**src/rtl/dsss_bpsk_mod_p.sv**
```systemverilog
// Single-clock DSSS BPSK modulator: LFSR-spread data bits drive the sign of an NCO/sine-ROM carrier.
// Optional DSSS_AMP_SCALE_EN adds an amp[7:0] port and one output scaling stage (latency 3 instead of 2).
module dsss_bpsk_mod_p #(
  parameter int                 OUT_W         = 8,
  parameter int                 PHASE_W       = 16,
  parameter int                 LUT_AW        = 6,
  parameter int                 CHIP_DIV      = 16,
  parameter int                 CHIPS_PER_BIT = 15,
  parameter int                 LFSR_W        = 4,
  parameter logic [LFSR_W-1:0]  LFSR_TAPS     = 4'b1100,
  parameter logic [LFSR_W-1:0]  LFSR_SEED     = 4'b0001
) (
  input  logic               clk,
  input  logic               rst,
  input  logic [PHASE_W-1:0] fcw,
  input  logic               bit_in,
  input  logic               bit_valid,
`ifdef DSSS_AMP_SCALE_EN
  input  logic [7:0]         amp,
`endif
  output logic               bit_ready,
  output logic [OUT_W-1:0]   mod_out,
  output logic               mod_valid,
  output logic               busy
);

  localparam int N   = 1 << LUT_AW;
  localparam int AMP = (1 << (OUT_W - 1)) - 1;
  localparam int SW  = (CHIP_DIV > 1) ? $clog2(CHIP_DIV) : 1;
  localparam int CW  = (CHIPS_PER_BIT > 1) ? $clog2(CHIPS_PER_BIT) : 1;

  // Only the first quarter wave is evaluated; the rest is mirrored so the table is exactly odd-symmetric.
  function automatic int rom_val(input int k);
    int  j;
    int  r;
    bit  neg;
    real x;
    real t;
    real s;
    j   = k;
    neg = 1'b0;
    if (j >= N / 2) begin
      j   = j - N / 2;
      neg = 1'b1;
    end
    if (j > N / 4) j = N / 2 - j;
    x = 6.283185307179586 * $itor(j) / $itor(N);
    s = x;
    t = x;
    for (int i = 1; i < 10; i++) begin
      t = -t * x * x / $itor((2 * i) * (2 * i + 1));
      s = s + t;
    end
    s = s * $itor(AMP);
    r = $rtoi(s + 0.5);
    return neg ? -r : r;
  endfunction

  logic signed [OUT_W-1:0] rom [N];
  for (genvar k = 0; k < N; k++) begin : g_rom
    assign rom[k] = OUT_W'(rom_val(k));
  end

  typedef enum logic {IDLE, RUN} state_t;
  state_t state, state_nxt;

  logic                    bit_q;
  logic [PHASE_W-1:0]      phase;
  logic [SW-1:0]           samp_cnt;
  logic [CW-1:0]           chip_cnt;
  logic [LFSR_W-1:0]       lfsr;
  logic                    accept;
  logic                    last_samp;
  logic                    last_chip;
  logic                    chip;
  logic [LUT_AW-1:0]       idx;
  logic signed [OUT_W-1:0] rom_s;
  logic signed [OUT_W-1:0] samp;
  logic signed [OUT_W-1:0] s1;
  logic                    s1_vld;
  logic                    fb;

  assign last_samp = (samp_cnt == SW'(CHIP_DIV - 1));
  assign last_chip = (chip_cnt == CW'(CHIPS_PER_BIT - 1));
  assign fb        = ^(lfsr & LFSR_TAPS);
  assign chip      = bit_q ^ lfsr[LFSR_W-1];
  assign idx       = phase[PHASE_W-1 -: LUT_AW];
  assign rom_s     = rom[idx];
  assign samp      = chip ? rom_s : -rom_s;
  assign busy      = (state == RUN);

  always_ff @(posedge clk) begin
    if (rst) state <= IDLE;
    else     state <= state_nxt;
  end

  always_comb begin
    state_nxt = state;
    bit_ready = 1'b0;
    accept    = 1'b0;
    case (state)
      IDLE: begin
        bit_ready = 1'b1;
        if (bit_valid) begin
          accept    = 1'b1;
          state_nxt = RUN;
        end
      end
      RUN: begin
        if (last_samp && last_chip) begin
          bit_ready = 1'b1;
          if (bit_valid) accept    = 1'b1;
          else           state_nxt = IDLE;
        end
      end
      default: state_nxt = IDLE;
    endcase
  end

  always_ff @(posedge clk) begin
    if (rst) begin
      bit_q    <= 1'b0;
      phase    <= '0;
      samp_cnt <= '0;
      chip_cnt <= '0;
      lfsr     <= LFSR_SEED;
      s1       <= '0;
      s1_vld   <= 1'b0;
    end else begin
      s1_vld <= (state == RUN);
      s1     <= (state == RUN) ? samp : '0;
      if (state == IDLE) begin
        if (accept) begin
          bit_q    <= bit_in;
          phase    <= '0;
          samp_cnt <= '0;
          chip_cnt <= '0;
        end
      end else begin
        // Phase keeps running across bit boundaries so back-to-back bits stay phase-continuous.
        phase <= phase + fcw;
        if (last_samp) begin
          samp_cnt <= '0;
          lfsr     <= {lfsr[LFSR_W-2:0], fb};
          chip_cnt <= last_chip ? '0 : chip_cnt + CW'(1);
        end else begin
          samp_cnt <= samp_cnt + SW'(1);
        end
        if (accept) bit_q <= bit_in;
      end
    end
  end

`ifdef DSSS_AMP_SCALE_EN
  logic signed [OUT_W+8:0] prod;
  logic signed [OUT_W-1:0] s2;
  logic                    s2_vld;

  assign prod = s1 * $signed({1'b0, amp});

  always_ff @(posedge clk) begin
    if (rst) begin
      s2        <= '0;
      s2_vld    <= 1'b0;
      mod_out   <= '0;
      mod_valid <= 1'b0;
    end else begin
      s2        <= OUT_W'(prod >>> 8);
      s2_vld    <= s1_vld;
      mod_out   <= s2;
      mod_valid <= s2_vld;
    end
  end
`else
  always_ff @(posedge clk) begin
    if (rst) begin
      mod_out   <= '0;
      mod_valid <= 1'b0;
    end else begin
      mod_out   <= s1;
      mod_valid <= s1_vld;
    end
  end
`endif

endmodule

```
**config.mk**
```make
export PLATFORM = sky130hd
export DESIGN_NAME = dsss_bpsk_mod_p
export DESIGN_NICKNAME = d
export VERILOG_FILES = /design/src/rtl/dsss_bpsk_mod_p.sv
export SDC_FILE = /design/constraint.sdc
export NUM_CORES = 1
export LEC_CHECK = 0
export CORE_MARGIN = 8
export CORE_UTILIZATION = 62
export DETAILED_ROUTE_END_ITERATION = 12
export GPL_TIMING_DRIVEN = 0
export PLACE_DENSITY = 0.85
export REMOVE_ABC_BUFFERS = 1
export SLEW_MARGIN = 5
export SYNTH_ARGS = -nofsm -noshare
export SYNTH_HDL_FRONTEND = slang
export SYNTH_SLANG_ARGS = --single-unit
```
**constraint.sdc**
```tcl
create_clock -name clk -period 7.85 [get_ports clk]
set_input_delay 1.57 -clock clk [delete_from_list [all_inputs] [get_ports clk]]
set_output_delay 1.57 -clock clk [all_outputs]
set_load 0.02 [all_outputs]
```
==> results of run 1 <==
## logic make-up after synthesis
family,after synthesis,share of synthesized area [%]
compound gates,117,22.79
buf+inv,38,5.415
flops,48,28.88
simple gates,163,24.18
fa+ha+maj,28,10.76
mux,6,2.971
xor+xnor,19,5.002
## placed cells by master (no fill, tap or decap), drive strengths merged, types with 3 or more instances in the layout
cell           instances
nor3b                  6
ha                    27
a211o                  4
nand4                  3
clkbuf                 5
o211ai                 3
nor3                   9
and3                  10
o21ai                 29
a221oi                 4
clkdlybuf4s50         30
xnor2                 13
o221ai                 3
inv                   18
nor2b                 19
a21oi                 38
xor2                   6
dfxtp                 48
nand2                 38
mux4                   3
o22ai                  4
a211oi                 3
nor2                  47
nand2b                10
nand3                 11
a21o                   6
a31oi                  6
## worst max-delay path, cell delays in order
cell and delay [ns]:
clkdlybuf4s50_1 0.46, ha_1 0.16, inv_1 0.05, fa_1 0.38, nor2b_1 0.18, o21ai_0 0.12
a21boi_0 0.38, nand2b_1 0.22, a311oi_1 0.13, o31ai_1 0.37, mux2i_1 0.24, nand2_1 0.06
## registers in the layout (all words and copies together), names as in the netlist
signal / count
mod_valid: 1
busy: 1
chip_cnt: 4
s1_vld: 1
samp_cnt: 4
phase: 16
bit_q: 1
mod_out: 8
lfsr: 4
s1: 8
## per-stage QoR
stage	instance area, µm²	total power (µW)	setup slack (ns)	instances	hold WS (ns)
after CTS	3719	682.7	3.755	506	0.4506
final	3719	684.6	3.726	506	0.4462
after detailed placement	3603	501.0	3.431	498	0.4291
after global routing	3719	724.1	3.523	506	0.4523
after global placement	3603	493.7	3.492	498	0.4167
after floorplan	3216	443.9	4.336	398	0.4138
## layer usage
metal / routed length [µm] / GRT usage [%] / vias to the layer above
met2: 3527 / 32.66 / 132
met3: 556 / 4.504 / 15
met5: 0 / 0 / -
met4: 91 / 5.287 / 0
met1: 3306 / 25.12 / 1416
li1: - / - / 1522
## final cells by class
cell class / count / area share, %
clock inverter: 3 / 1.245
timing repair buffer: 30 / 8.075
tap: 70 / 2.355
inverter: 17 / 1.851
sequential: 48 / 25.84
clock buffer: 5 / 1.851
multi-input combinational: 333 / 58.78
## final timing paths
kind                      to  slack, ns       from
setup / recovery   phase[14]       3.73     fcw[0]
hold / removal    mod_out[6]       0.45      s1[6]
setup reg to reg       s1[7]       4.55  phase[10]
hold reg to reg   mod_out[6]       0.45      s1[6]
## power by group
group	total, µW	switching (µW)	leakage (µW)	internal [µW]
Combinational	216	115	0.00107	101
Clock	185	88.9	0.0000548	96.0
Sequential	284	24.7	0.000391	259
==> summary.md, run 1 <==
| Metric | Value |
|---|---|
| Status | `finished clean` |
| Synthesized area per cell | `slightly below 8 µm²` |
| Remaining antenna violation count after routing | `0` |
| Flip-flop and latch area | `approximately 960 µm²` |
| Worst VDD drop | `0.08778 mV` |
| CTS Root Cell | `clkbuf_8` |
| Hold Vio Cnt, Final | `0` |
| Synth area leader | `dfxtp_1` |
| Diodes inserted | `0` |
| Fin. max-slew vios | `0` |
| Area grow syn2layout | `11.77%` |
| Max Cap Viol | `0` |
| Top cells by area, synth | `dfxtp_1, ha_1, a21oi_1, nor2_1, nand2_1` |
| Die span in x | `89.26 µm` |
| Number of detailed-route iterations in the first pass | `5` |
| CTS tree | `done` |
| Critical path type | `input port to flop` |
| Leakage power total | `between 0.0015 and 0.002 µW` |
| Final setup violation count | `0` |
| WL per Instance | `roughly 15 µm` |
| Via density per instance | `about 6.1` |
| Most common library cells after synthesis | `dfxtp_1, nor2_1, a21oi_1, nand2_1, ha_1` |
| PostCTS Resize Cnt | `0` |
| Clk buf depth | `2` |
| Clk Latency, worst-skew pair | `approximately 0.30 ns` |
| Gpl congestion | `0.9267` |
| Pwr Density | `approximately 180 mW/mm²` |
| Most used DFF post-synth | `dfxtp_1` |
| DRC | `0` |
| Area of the die | `0.007966 mm²` |
| Worst min path class | `flop to flop` |
| Detailed Route WL | `between 7000 and 8000 µm` |
| Async SR Flop Fraction | `0%` |
| Min Tclk post-route | `a little over 4 ns` |
| I/O pins | `31` |
| Largest net degree at the start of global routing | `38` |
| CTS sink cnt | `between 40 and 50` |
| GRT Overall Usage | `19.77%` |
| Hold Path Depth | `1` |
| Most common cell in the netlist | `dfxtp_1` |
| Multi-input gate area | `0.002186 mm²` |
| Clock skew | `between 0.006 and 0.007 ns` |
| Fillers | `425` |
| H-tree depth | `2` |
| Slew margin rel. | `between 15 and 20%` |
| Syn Std Cell Area | `0.003327 mm²` |
| EDFF count, synth | `0` |
| Post-CTS Setup Bufs | `0` |
| Setup crit end kind | `flop` |
| Final worst-path cycle share | `a little over half` |
| Number of core rows | `26` |
| Post-layout util | `roughly 72%` |
| WP data arrival | `4.32 ns` |
| Req. time, crit path | `about 8 ns` |
| Top cell type's share of synthesized area | `a little under 30%` |
| Antenna violations before repair | `0` |
| Post-synthesis register bit count | `48` |
| DRC marker count from the first detailed-route iteration | `368` |
| CP startpoint kind | `input port` |
| First-pass GRT wire length | `~13,000 µm` |
| Initial Util | `64.73%` |
| Core area | `between 0.005 and 0.006 mm²` |
| Post-synth cell types | `60` |
| Syn Inst Count | `419` |
| Routed vias | `between 3k and 4k` |
| Nets | `between 400 and 500` |
| CTS Buf Count | `5` |
| IO Port Bufs | `30` |
| Share of cells above drive strength 1 | `between 4 and 5%` |
| Post-synthesis sequential area ratio | `between 20% and 30%` |
| Clk slew on worst S/H paths | `0.09 ns` |
| CP max FO | `3` |
| Final TNS setup | `0 ns` |
| Post-DP HPWL | `around 5300 µm` |
| R2R depth | `10` |
| Slew @ Worst Pin | `around 1.2 ns` |
| CTS Hold Buffers Added | `0` |
| Max Freq | `between 200 and 250 MHz` |
| Vias in the first global route | `2,910` |
| Die H | `between 80 and 90 µm` |
| RSZ-0062 raised after global routing | `no` |
| Gr ovfl total | `0` |
| Synth warn | `0` |
Note: power is estimated with default switching activity, not from simulation.
==> inputs of run 2 (changes only) <==
CORE_UTILIZATION = 58   (was 62)
PLACE_DENSITY = 0.8   (was 0.85)
clock period = 4.1 ns   (was 7.85 ns; I/O delays follow)
==> run 2 against run 1 <==
  * Utilization down 5.1 points
  * Flip-flop and latch count unchanged
  * Count of clock-buffer cells in the layout up 1
  * Sequential power up 91%
  * Combinational power up 91%
  * Critical path depth unchanged
  * Worst setup slack worse by 3.0 ns
  * Worst hold slack worse by 0.0070 ns
  * Routed wire length down 2.1%
  * Cell count up 0.40%
==> summary.md, run 2 (synthesized netlist as in run 1, its figures left out) <==
| Metric | Value |
|---|---|
| Status | `finished clean` |
| Most frequent cells in the layout | `dfxtp_1, nor2_1, nand2_1, a21oi_1, clkdlybuf4s50_1` |
| Clock skew | `between 0.01 and 0.015 ns` |
| RSZ-0062 raised after global routing | `no` |
| R2R depth | `10` |
| Clk slew on worst S/H paths | `~0.090 ns` |
| CTS Root Cell | `clkbuf_8` |
| Post-CTS Setup Bufs | `0` |
| Clk Latency, worst-skew pair | `~0.30 ns` |
| Gpl congestion | `about 0.90` |
| I/O pins | `31` |
| Setup crit end kind | `flop` |
| First-pass GRT wire length | `12,600 µm` |
| Vias in the first global route | `roughly 2.8k` |
| Max Freq | `between 200 and 300 MHz` |
| Clk buf depth | `2` |
| Hold Vio Cnt, Final | `0` |
| DRC marker count from the first detailed-route iteration | `220` |
| Area of the die | `between 0.008 and 0.009 mm²` |
| Number of core rows | `27` |
| Worst min path class | `flop to flop` |
| Fin. max-slew vios | `0` |
| CTS tree | `done` |
| GRT Overall Usage | `17.28%` |
| R2R setup slack | `~0.83 ns` |
| Nets | `just under 500` |
| Non-Filler Instances | `508` |
| Die span in x | `91.74 µm` |
| PostCTS Resize Cnt | `0` |
| Area after DPL | `0.003606 mm²` |
| Final TNS setup | `0 ns` |
| Post-route cell area | `~0.0037 mm²` |
| Initial Util | `60.05%` |
| RR Endpoint | `s1[7]` |
| CTS sink cnt | `48` |
| Final worst-path cycle share | `between 80% and 90%` |
| Min Tclk post-route | `~3.4 ns` |
| Largest Register | `phase` |
| Leakage power total | `approximately 0.0015 µW` |
| CP startpoint kind | `input port` |
| CTS Hold Buffers Added | `0` |
| Final setup violation count | `0` |
| Worst Setup EP | `phase[14]` |
| Max reg flops | `16` |
| WL per Instance | `14.41 µm` |
| Largest net degree at the start of global routing | `38` |
| CP max FO | `3` |
| Routed vias | `between 3k and 4k` |
| Pwr Density | `around 350 mW/mm²` |
| Critical path type | `input port to flop` |
| DRC | `0` |
| Commonest non-fill, non-tap cell in the layout | `dfxtp_1` |
| IO Port Bufs | `30` |
| Slew @ Worst Pin | `1.275 ns` |
| CTS Buf Count | `5` |
| Worst VDD drop | `0.2329 mV` |
| Diodes inserted | `0` |
| Slew margin rel. | `between 10 and 15%` |
| Setup crit start | `fcw[0]` |
| Top Registers | `phase (16), mod_out (8), s1 (8)` |
| Post-DP HPWL | `between 5000 and 6000 µm` |
| Remaining antenna violation count after routing | `0` |
| Dpl cells | `500` |
| Gr ovfl total | `0` |
| Die H | `around 92 µm` |
| Core area | `roughly 0.0055 mm²` |
| Detailed Route WL | `between 7000 and 8000 µm` |
| WP data arrival | `around 3.6 ns` |
| H-tree depth | `2` |
| R2r startpoint | `phase[10]` |
| Antenna violations before repair | `0` |
| Area grow syn2layout | `12.03%` |
| Via density per instance | `between 5 and 6` |
| Number of detailed-route iterations in the first pass | `5` |
| Req. time, crit path | `~4.3 ns` |
| Share of cells above drive strength 1 | `slightly below 5%` |
| Max Cap Viol | `0` |
-- run 2: worst max-delay path, cell delays in order --
cell	delay (ns)
clkdlybuf4s50_1	0.46
ha_1	0.16
inv_1	0.06
fa_1	0.38
nor2b_1	0.17
o21ai_0	0.13
a21boi_0	0.36
nand2b_1	0.21
a311oi_1	0.14
o31ai_1	0.39
mux2i_1	0.23
nand2_1	0.06
-- run 2: area by class of cell --
type	count	area [µm²]
clock buffers	6	82.58
clock inverters	2	38.79
fillers	486	1813
inverters	17	68.82
multi-input cells	333	2186
flip-flops and latches	48	960.9
well taps	72	90.09
repair buffers	30	300.3
-- run 2: routing by layer --
| metal | wire, µm | vias up | GRT usage [%] | part of all wire, % |
|---|---|---|---|---|
| met2 | 3349 | 96 | 27.79 | 46 |
| met1 | 3449 | 1377 | 22.25 | 47 |
| met3 | 429 | 9 | 3.830 | 5.9 |
| met4 | 93 | 0 | 6.040 | 1.3 |
| met5 | 0 | - | 0 | 0 |
| li1 | - | 1526 | - | - |
-- run 2: through the flow --
step                total power (µW)  utilization (%)  worst slack, ns  hold WS, ns
floorplan                      849.8                -            1.336       0.4138
global placement               946.8            65.09           0.5128       0.4176
detailed placement             960.4            65.09           0.4418       0.4212
CTS                             1318            67.28           0.7614       0.4414
global route                    1393            67.28           0.5393       0.4581
finish                          1315            67.28           0.7354       0.4393
-- run 2: how the worst min path moves through the flow --
stage,from,endpoint,cells past startpoint
after floorplan,s1[0],mod_out[0],1
after global placement,s1[6],mod_out[6],1
after detailed placement,s1[5],mod_out[5],1
after CTS,s1[5],mod_out[5],1
after global routing,s1[5],mod_out[5],1
final,s1[5],mod_out[5],1
-- run 2: report_power, final --
part	leakage [µW]	switching, µW	internal [µW]
logic	0.00107	220	193
registers	0.000391	46.7	496
clock network	0.0000614	159	199
